===== config.mk =====
export PLATFORM = sky130hd
export DESIGN_NAME = regfile_port_ctrl
export DESIGN_NICKNAME = d
export VERILOG_FILES = /design/src/rtl/regfile_pkg.sv /design/src/rtl/starve_counter.sv /design/src/rtl/regfile_port_ctrl.sv
export SDC_FILE = /design/constraint.sdc
export NUM_CORES = 1
export LEC_CHECK = 0
export BUFFER_PORTS_ARGS = -buffer_cell sky130_fd_sc_hd__buf_2
export CAP_MARGIN = 15
export CORE_AREA = 2 2 119 121
export DETAILED_ROUTE_END_ITERATION = 8
export DIE_AREA = 0 0 121 123
export PLACE_DENSITY = 0.61
export SLEW_MARGIN = 30
export SYNTH_ARGS = -nofsm -noshare
export SYNTH_HDL_FRONTEND = slang
export SYNTH_SLANG_ARGS = --single-unit

===== constraint.sdc =====
create_clock -name clk -period 2.4 [get_ports clk]
set_input_delay 0.48 -clock clk [delete_from_list [all_inputs] [get_ports clk]]
set_output_delay 0.48 -clock clk [all_outputs]
set_load 0.05 [all_outputs]

===== src/rtl/regfile_pkg.sv =====
// Shared types and constants for the register-file port controller.
package regfile_pkg;
  localparam int REG_ADDR_W = 5;
  localparam int XLEN       = 32;
  localparam logic [REG_ADDR_W-1:0] X0_ADDR = '0;

  typedef enum logic [1:0] {OWN_NONE, OWN_CORE, OWN_DBG} owner_e;
endpackage


===== src/rtl/starve_counter.sv =====
// Saturating counter of stalled debug cycles; at_limit forces one debug grant.
module starve_counter #(
  parameter int LIMIT = 8
) (
  input  logic clk,
  input  logic reset,
  input  logic inc,
  input  logic clear,
  output logic at_limit
);
  localparam int W = $clog2(LIMIT + 1);

  logic [W-1:0] cnt;

  assign at_limit = (cnt == W'(LIMIT));

  always_ff @(posedge clk) begin
    if (reset || clear)       cnt <= '0;
    else if (inc && !at_limit) cnt <= cnt + W'(1);
  end
endmodule


===== src/rtl/regfile_port_ctrl.sv =====
// Arbitrates core/debug access to a 1W2R register file, tracks the registered
// read latency, forwards same-cycle writes and routes responses to the owner.
module regfile_port_ctrl
  import regfile_pkg::*;
#(
  parameter int STARVE_LIMIT = 8
) (
  input  logic                  clk,
  input  logic                  reset,
  input  logic                  core_rd_valid,
  output logic                  core_rd_ready,
  input  logic [REG_ADDR_W-1:0] core_rs1,
  input  logic [REG_ADDR_W-1:0] core_rs2,
  output logic                  core_rd_resp_valid,
  output logic [XLEN-1:0]       core_rs1_data,
  output logic [XLEN-1:0]       core_rs2_data,
  input  logic                  core_wr_valid,
  output logic                  core_wr_ready,
  input  logic [REG_ADDR_W-1:0] core_wr_addr,
  input  logic [XLEN-1:0]       core_wr_data,
  input  logic                  dbg_req_valid,
  output logic                  dbg_req_ready,
  input  logic                  dbg_req_write,
  input  logic [REG_ADDR_W-1:0] dbg_req_addr,
  input  logic [XLEN-1:0]       dbg_req_wdata,
  output logic                  dbg_resp_valid,
  output logic [XLEN-1:0]       dbg_resp_rdata,
  output logic                  rf_write_enable,
  output logic [REG_ADDR_W-1:0] rf_write_address,
  output logic [XLEN-1:0]       rf_write_data,
  output logic [REG_ADDR_W-1:0] rf_read_a_address,
  output logic [REG_ADDR_W-1:0] rf_read_b_address,
  input  logic [XLEN-1:0]       rf_read_a_data,
  input  logic [XLEN-1:0]       rf_read_b_data
);
  logic at_limit;
  logic dbg_rd, dbg_wr, dbg_rd_ready, dbg_wr_ready;
  logic core_rd_grant, core_wr_grant, dbg_rd_grant, dbg_wr_grant;

  assign dbg_rd = dbg_req_valid & ~dbg_req_write;
  assign dbg_wr = dbg_req_valid &  dbg_req_write;

  // Core wins each resource unless debug has starved long enough on it.
  assign core_rd_ready = ~reset & ~(dbg_rd & at_limit);
  assign core_wr_ready = ~reset & ~(dbg_wr & at_limit);
  assign dbg_rd_ready  = ~reset & (~core_rd_valid | at_limit);
  assign dbg_wr_ready  = ~reset & (~core_wr_valid | at_limit);
  assign dbg_req_ready = dbg_req_write ? dbg_wr_ready : dbg_rd_ready;

  assign core_rd_grant = core_rd_valid & core_rd_ready;
  assign core_wr_grant = core_wr_valid & core_wr_ready;
  assign dbg_rd_grant  = dbg_rd & dbg_rd_ready;
  assign dbg_wr_grant  = dbg_wr & dbg_wr_ready;

  starve_counter #(.LIMIT(STARVE_LIMIT)) u_starve (
    .clk      (clk),
    .reset    (reset),
    .inc      (dbg_req_valid & ~dbg_req_ready),
    .clear    (dbg_rd_grant | dbg_wr_grant),
    .at_limit (at_limit)
  );

  always_comb begin
    rf_write_enable   = 1'b0;
    rf_write_address  = X0_ADDR;
    rf_write_data     = '0;
    rf_read_a_address = X0_ADDR;
    rf_read_b_address = X0_ADDR;
    if (core_wr_grant) begin
      rf_write_enable  = 1'b1;
      rf_write_address = core_wr_addr;
      rf_write_data    = core_wr_data;
    end else if (dbg_wr_grant) begin
      rf_write_enable  = 1'b1;
      rf_write_address = dbg_req_addr;
      rf_write_data    = dbg_req_wdata;
    end
    if (core_rd_grant) begin
      rf_read_a_address = core_rs1;
      rf_read_b_address = core_rs2;
    end else if (dbg_rd_grant) begin
      rf_read_a_address = dbg_req_addr;
    end
  end

  owner_e          owner_q;
  logic            dbg_wr_ack_q, fwd_a_q, fwd_b_q, zero_a_q, zero_b_q;
  logic [XLEN-1:0] wdata_q, data_a, data_b;

  always_ff @(posedge clk) begin
    if (reset) begin
      owner_q      <= OWN_NONE;
      dbg_wr_ack_q <= 1'b0;
      fwd_a_q      <= 1'b0;
      fwd_b_q      <= 1'b0;
      zero_a_q     <= 1'b0;
      zero_b_q     <= 1'b0;
      wdata_q      <= '0;
    end else begin
      owner_q      <= core_rd_grant ? OWN_CORE : (dbg_rd_grant ? OWN_DBG : OWN_NONE);
      dbg_wr_ack_q <= dbg_wr_grant;
      fwd_a_q      <= rf_write_enable && rf_write_address == rf_read_a_address &&
                      rf_read_a_address != X0_ADDR;
      fwd_b_q      <= rf_write_enable && rf_write_address == rf_read_b_address &&
                      rf_read_b_address != X0_ADDR;
      zero_a_q     <= rf_read_a_address == X0_ADDR;
      zero_b_q     <= rf_read_b_address == X0_ADDR;
      wdata_q      <= rf_write_data;
    end
  end

  // x0 always reads 0; otherwise the same-cycle write wins over stale RF data.
  assign data_a = zero_a_q ? '0 : (fwd_a_q ? wdata_q : rf_read_a_data);
  assign data_b = zero_b_q ? '0 : (fwd_b_q ? wdata_q : rf_read_b_data);

  assign core_rd_resp_valid = ~reset & (owner_q == OWN_CORE);
  assign core_rs1_data      = core_rd_resp_valid ? data_a : '0;
  assign core_rs2_data      = core_rd_resp_valid ? data_b : '0;
  assign dbg_resp_valid     = ~reset & ((owner_q == OWN_DBG) | dbg_wr_ack_q);
  assign dbg_resp_rdata     = (~reset & (owner_q == OWN_DBG)) ? data_a : '0;
endmodule


* Word level (Yosys, flattened, before mapping)
Cells that the tools add are included.
Word-level totals: register bits after elaboration 43, input bits 154
Operators by class: add/sub/neg operators 1, eq/ne operators 5, muxes and demuxes 19, bitwise logic cells 27, reductions and logical operators 12
Operators by type and width (count):
- $mux W32 | 9
- $mux W5 | 5
- $and A1 B1 Y1 | 16
- $eq A5 B5 Y1 | 2
- $logic_not A5 Y1 | 2
- $reduce_bool A5 Y1 | 2
- $not A1 Y1 | 7
- $logic_and A1 B1 Y1 | 5
- $add A4 B1 Y4 const B | 1
- $eq A4 B4 Y1 const B | 1
- $mux W1 | 4
- $or A1 B1 Y1 | 4
- $eq A2 B1 Y1 const B | 1
- $eq A2 B2 Y1 const B | 1
- $mux W2 | 1
- $reduce_or A2 Y1 | 1
- $logic_not A1 Y1 | 1
- $logic_or A1 B1 Y1 | 1

* Depth between registers and ports, before layout
Gate-level depths: netlist of run 1.
word-level depth 10, gate-level depth with buffers 10, mapped depth without buffers 9

* Cells and area by module
A second synthesis of run 1 with hierarchy kept.
Second synthesis, totals: cell total of the unflattened synthesis 436, area total of the unflattened synthesis 3641.0 um2
By module, submodules not included:
- regfile_port_ctrl | instances 1, cells an instance 411, area each 3417.0 um2, sequential area each 780.7 um2
- starve_counter | instances 1, cells an instance 25, area each 224.0 um2, sequential area each 80.1 um2

* Least setup slack after synthesis of run 1
OpenSTA, ideal clock, no wires.
path kind reg2out, start point register u_starve.cnt[0], end point output port rf_write_data[0], data arrival time 2.253 ns, required time 1.920 ns, slack -0.333 ns, cell stages (with the launch flop) 9, path buffers 3, cell sequence dfxtp_1 -> inv_1 -> ha_1 -> and3b_1 -> buf_6 -> buf_6 -> a211oi_2 -> clkbuf_1 -> a22o_1
On the way: word-level cells in the longest chain between the ends 6, elaborated cells on any way between the ends 10, classes of those cells eq/ne: 1; mux: 2; bitwise: 7
Ends and longest elaborated chain:
- start, declared | RTL line starve_counter.sv:13 | logic [W-1:0] cnt;
- start signal, assigned | RTL line starve_counter.sv:19 | else if (inc && !at_limit) cnt <= cnt + W'(1);
- $eq A4 B4 Y1 * | RTL line starve_counter.sv:15 | assign at_limit = (cnt == W'(LIMIT));
- $or A1 B1 Y1 / $and A1 B1 Y1 (equally long branches) | RTL line regfile_port_ctrl.sv:47, regfile_port_ctrl.sv:45
- $and A1 B1 Y1 / $not A1 Y1 (equally long branches) | RTL line regfile_port_ctrl.sv:47, regfile_port_ctrl.sv:45
- $and A1 B1 Y1, on equally long branches | RTL line regfile_port_ctrl.sv:53, regfile_port_ctrl.sv:45
- $mux W32 / $and A1 B1 Y1 (equally long branches) | RTL line regfile_port_ctrl.sv:73, regfile_port_ctrl.sv:51
- $mux W32 * | RTL line regfile_port_ctrl.sv:69 | if (core_wr_grant) begin
- end, declared | RTL line regfile_port_ctrl.sv:30 | output logic [XLEN-1:0] rf_write_data,
Every way passes the cells marked *; elsewhere a longest branch is shown, timed or not.

* Worst setup path in the final report of run 1
start point register u_starve.cnt[0], end point output port rf_write_data[15]
Same word-level chain as after synthesis.

==> results.cfg, run 1 <==
[route]
ant_nets = 0
finalWirelength_um = 16500
first_pass_iters = 4
drt_iter0_markers = 211
wl_per_cell_um = 17.3
vias = 4591
drc = 0
viasPerCell = 4.81

[floorplanning]
rows = 43
die_area_mm2 = 0.0149
dieWidth_um = 121
die_h_um = 123
coreArea_mm2 = 0.0136
initial_core_util_pct = 26.8
io_pins = 303

[global_routing]
antenna_found_initial = 0
grt_start_max_net_pins = 46
grt_pass1_wl_um = 23400
grt_use_total_pct = 20.2
grt-ovfl-total = 0
grt_pass1_vias = 4353

[sta]
post-route-min-period_ps = 2390
tightest_slew_ps = 343
fmax_ghz = 0.418
rsz0062_at_grt = true
max_slew_margin_pct = 77.0
finalHoldViolations = 0
finalSetupViolCount = 0
clock_skew_ps = 3.82
period_share_pct = 99.8
slew_violations = 0

[critical_path]
path_max_fanout = 14
required_ps = 1920
endpoint_kind = primary output
startpoint_type = register
cp.arrival_ps = 1910
crit_type = register to primary output

[pwr]
ir_drop_mv = 0.203
power.density_mw_per_mm2 = 389
finalPower_w = 0.00257
power_leakage_nw = 3.38

[flow_run]
cap_viol_max_count = 0

[place]
placed_cell_area_mm2 = 0.00579
dpl.hpwl_um = 12200
gp_congestion = 0.894
port_buffers = 302

[cells_and_area]
num_antenna_cells = 0
drive_above_1_share_pct = 53.9
area_growth_pct = 80.3
final_nets = 929
fin_area_mm2 = 0.00659

[clock_network]
clk_pin_slew_ps = 60
cts-root-buf = clkbuf_16
h-tree-depth = 2
cts-buffers-inserted = 5
clock_path_buffers = 2
clock_latency_ps = 280
clock_sinks = 43
cts_tree = yes

[yosys]
synth_edf_count = 0
synth_most_common_cell = nor2_1
synth_top_area_cell = dfxtp_1
syn_nets = 616
synth_commonest_cells = nor2_1 (74), and2_1 (72), mux2i_1 (66)
ys_warn_count = 0
async_reset_ff_share_pct = 0
syn_inst = 460
synth_top_area_share_pct = 23.6
synth_seq_area_share_pct = 23.6
synth.distinct_cells = 44
synth_flop_cell = dfxtp_1
ys_top_cells_by_area = dfxtp_1 (24%), mux2i_1 (18%), a22o_1 (15%)
syn-cell-area_mm2 = 0.00365
synth.avg_cell_area_um2 = 7.94
synth_seq_cells = 43

[run_status]
outcome = complete, no violations

[min_path]
hp-class = input pin to register
-- power breakdown --
group	total, W	internal, W	switching (W)
Combinational	0.00107	0.000451	0.000621
Clock	0.000720	0.000443	0.000277
Sequential	0.000774	0.000752	0.0000219
-- repair_timing --
item | in CTS | in global routing
pin swaps | 13 | 4
buffers inserted | 7 | 6
setup endpoints to repair | 47 | 44
resized for setup | 96 | 43
cloned | 4 | 1
hold buffers | 0 | 0
-- stage by stage --
step | instances | worst slack (ps) | utilization (%) | hold WS [ps] | TNS, ps
after floorplan | 460 | -70.8 | - | 494 | -1870
after global placement | 930 | 71.5 | 42.5 | 527 | 0
after detailed placement | 930 | 61.1 | 42.5 | 539 | 0
after CTS | 949 | -16.1 | 47.2 | 422 | -92.3
after global routing | 954 | -109 | 48.4 | 430 | -1310
final | 954 | 5.14 | 48.4 | 429 | 0
-- registers in the layout, indices dropped and copies added (netlist names) --
| name | count |
|---|---|
| dbg_wr_ack_q | 1 |
| fwd_a_q | 1 |
| fwd_b_q | 1 |
| owner_q | 2 |
| u_starve.cnt | 4 |
| wdata_q | 32 |
| zero_a_q | 1 |
| zero_b_q | 1 |
-- cells by family after synthesis --
| family | share of synthesized area [%] |
|---|---|
| buffers and inverters | 5.82 |
| muxes | 18.4 |
| AOI/OAI and AO/OA | 23.6 |
| adders and majority gates | 0.685 |
| DFF | 23.6 |
| xor gates and xnor gates | 2.64 |
| and+or+nand+nor | 25.3 |
-- worst paths after layout --
kind / endpoint / slack, ps / cells past startpoint / from
hold / removal: wdata_q[28] / 430 / 2 / dbg_req_wdata[28]
setup / recovery: rf_write_data[15] / 5 / 8 / u_starve.cnt[0]
setup reg to reg: zero_a_q / 180 / 9 / u_starve.cnt[0]
hold reg to reg: u_starve.cnt[3] / 550 / 2 / u_starve.cnt[3]
-- per-layer routing --
layer / routed length [µm] / track usage [%]
met5: 0 / 0
met4: 194 / 4.87
met3: 1080 / 4.06
met2: 8450 / 36.8
met1: 6780 / 24.4
-- cell type report --
cell class	count	area, µm²
fill	1326	7020
multi-input combinational	368	2930
timing repair buffer	347	2380
sequential	43	866
tap	180	225
clock buffer	8	156
inverter	8	30.0
-- critical path, stage by stage (launching register included) --
cell	delay (ps)
dfxtp_2	330
inv_2	40
ha_4	140
and3b_2	230
a211oi_4	230
buf_6	160
buf_12	170
a22o_4	170
buf_8	140
-- cell usage in the layout (no fill, tap or decap), types with 2 or more instances in the layout --
master / instances
a21oi_1: 15
buf_8: 28
and2_1: 68
and2_4: 4
buf_6: 17
clkbuf_8: 2
mux2i_1: 66
dfxtp_1: 39
o211ai_1: 2
buf_12: 5
xor2_1: 3
nand3_1: 6
buf_4: 35
nor2_1: 74
bufbuf_16: 2
o21ai_0: 2
o211a_1: 4
o21a_1: 5
inv_1: 3
nand2_1: 13
a21oi_2: 4
nor3b_2: 2
clkbuf_16: 6
inv_2: 5
a22o_1: 32
o21a_2: 2
xnor2_1: 8
buf_2: 258
o21ai_2: 2
a22o_4: 32
dfxtp_2: 4
(Power assumes the default switching activity.)
==> run 2: changes to the inputs <==
--- a/config.mk
+++ b/config.mk
@@ -8,6 +8,7 @@
 export BUFFER_PORTS_ARGS = -buffer_cell sky130_fd_sc_hd__buf_2
 export CAP_MARGIN = 15
 export CORE_AREA = 2 2 119 121
+export CTS_BUF_LIST = sky130_fd_sc_hd__clkbuf_8
 export DETAILED_ROUTE_END_ITERATION = 8
 export DIE_AREA = 0 0 121 123
 export PLACE_DENSITY = 0.61
==> run 2 against run 1 <==
The run now ends with negative setup slack left. Critical path depth is the same. Combinational power hardly changed. Clock power down 29%. Cell area rose by 1.5%. Clock skew increased by 0.56 ps. Sequential share of layout area is 0.19 points lower. Largest power group unchanged.
==> results.cfg, run 2 (synthesis gave the netlist of run 1 again) <==
[run_status]
outcome = finished with violations
violations = negative setup slack

[critical_path]
cp.arrival_ps = 1950
startpoint_type = register
path_max_fanout = 4
required_ps = 1920
reg2reg_slack_ps = 100
r2r_cells = 12
endpoint_kind = primary output
crit_type = register to primary output
reg2reg_from = u_starve.cnt[0]
rr_endpoint = fwd_b_q

[clock_network]
clock_path_buffers = 2
cts-buffers-inserted = 5
clock_sinks = 43
cts-root-buf = clkbuf_8
hold_buffers = 0
clock_latency_ps = 290
h-tree-depth = 2
cts_tree = yes
clk_pin_slew_ps = 90

[sta]
finalHoldViolations = 0
period_share_pct = 101
fmax_ghz = 0.412
max_slew_margin_pct = 77.3
tightest_slew_ps = 340
finalSetupViolCount = 12
rsz0062_at_grt = true
fin_ws_ps = -26.5
slew_violations = 0
clock_skew_ps = 4.38
post-route-min-period_ps = 2430

[cells_and_area]
n_fill_cell = 1309
final_nets = 939
reg_top3 = wdata_q: 32 flops, u_starve.cnt: 4 flops, owner_q: 2 flops
final_util_pct = 49.1
largest_register_ffs = 32
final-seq-area_um2 = 866
final_cell_mix = buf_2 (255), nor2_1 (74), and2_1 (69), mux2i_1 (66)
drive_above_1_share_pct = 54.6
stdcell_count = 964
final_common_cell = buf_2
multi_input_area_mm2 = 0.00294
num_antenna_cells = 0
fin_area_mm2 = 0.00669
regMostFlops = wdata_q
area_growth_pct = 83.0

[min_path]
hp-class = input pin to register
min_from = dbg_req_wdata[28]
worstHoldEndpoint = wdata_q[28]
min_path_cells = 2

[global_routing]
grt_use_total_pct = 21.2
grt_pass1_vias = 4507
antenna_found_initial = 0
grt_start_max_net_pins = 33
grt-ovfl-total = 0
grt_pass1_wl_um = 24400

[place]
placed_cell_area_mm2 = 0.00579
port_buffers = 302
dpl.hpwl_um = 12200
dp.cells = 930
gp_congestion = 0.894

[route]
finalWirelength_um = 17000
vias = 4697
viasPerCell = 4.87
drc = 0
ant_nets = 0
wl_per_cell_um = 17.7
first_pass_iters = 4
drt_iter0_markers = 194

[flow_run]
cap_viol_max_count = 0

[pwr]
ir_drop_mv = 0.175
finalPower_w = 0.00239
power.density_mw_per_mm2 = 357
power_leakage_nw = 3.43

[floorplanning]
die_area_mm2 = 0.0149
rows = 43
coreArea_mm2 = 0.0136
initial_core_util_pct = 26.8
io_pins = 303
dieWidth_um = 121
die_h_um = 123
-- run 2: cell count changes in the layout (fill, tap and decap cells not counted), moves of 3 or more --
cell / previous run / this run
buf_2: 258 / 255
buf_4: 35 / 39
buf_8: 28 / 35
clkbuf_16: 6 / 0
clkbuf_8: 2 / 7
-- run 2: layout make-up --
cell class | instances | area share [%]
timing repair buffer | 357 | 37.8
clock buffer | 7 | 1.44
clock inverter | 1 | 0.0561
sequential | 43 | 12.9
multi-input combinational | 368 | 44.0
tap | 180 | 3.37
inverter | 8 | 0.449
-- run 2: critical path: stages (launching register included) --
cell and delay [ps]:
dfxtp_2 340, inv_2 40, ha_4 150, and3b_2 230, a211oi_4 260, buf_4 170
clkbuf_4 180, a22o_4 150, buf_8 130
-- run 2: metrics by stage --
step	hold slack, ps	TNS [ps]	worst slack (ps)
after floorplan	494	-1870	-70.8
after global placement	527	0	71.5
after detailed placement	539	0	61.1
after CTS	398	-1050	-65.8
after global routing	405	-2890	-114
final	415	-137	-26.5
-- run 2: worst max path at each step --
| stage | start | end | slack, ps | depth (start not counted) |
|---|---|---|---|---|
| floorplan | u_starve.cnt[0] | rf_write_data[0] | -70 | 8 |
| global placement | dbg_req_valid | rf_write_data[0] | 70 | 6 |
| detailed placement | dbg_req_valid | rf_write_data[19] | 60 | 6 |
| CTS | u_starve.cnt[0] | rf_write_data[27] | -70 | 9 |
| global route | u_starve.cnt[1] | rf_write_data[15] | -110 | 8 |
| finish | u_starve.cnt[0] | rf_write_data[28] | -30 | 8 |
-- run 2: repair_timing --
| action | CTS | global route |
|---|---|---|
| gates resized for setup | 139 | 23 |
| cloned | 7 | 1 |
| endpoints found under the setup margin | 47 | 47 |
| buffers inserted | 12 | 10 |
| pin swaps | 25 | 14 |
-- run 2: metal layers --
metal / GRT usage (%) / part of all wire, % / vias to the layer above
li1: - / - / 2265
met1: 25.3 / 40 / 2199
met2: 38.6 / 51 / 209
met3: 4.34 / 6.9 / 24
met4: 5.52 / 2.1 / 0
met5: 0 / 0 / -
-- run 2: power breakdown --
group          leakage [nW]  internal [W]  total (W)  switching [W]
registers             0.356      0.000751   0.000772      0.0000218
logic                  3.01      0.000471    0.00110       0.000631
clock network        0.0557      0.000259   0.000511       0.000252
total                  3.43       0.00148    0.00239       0.000905
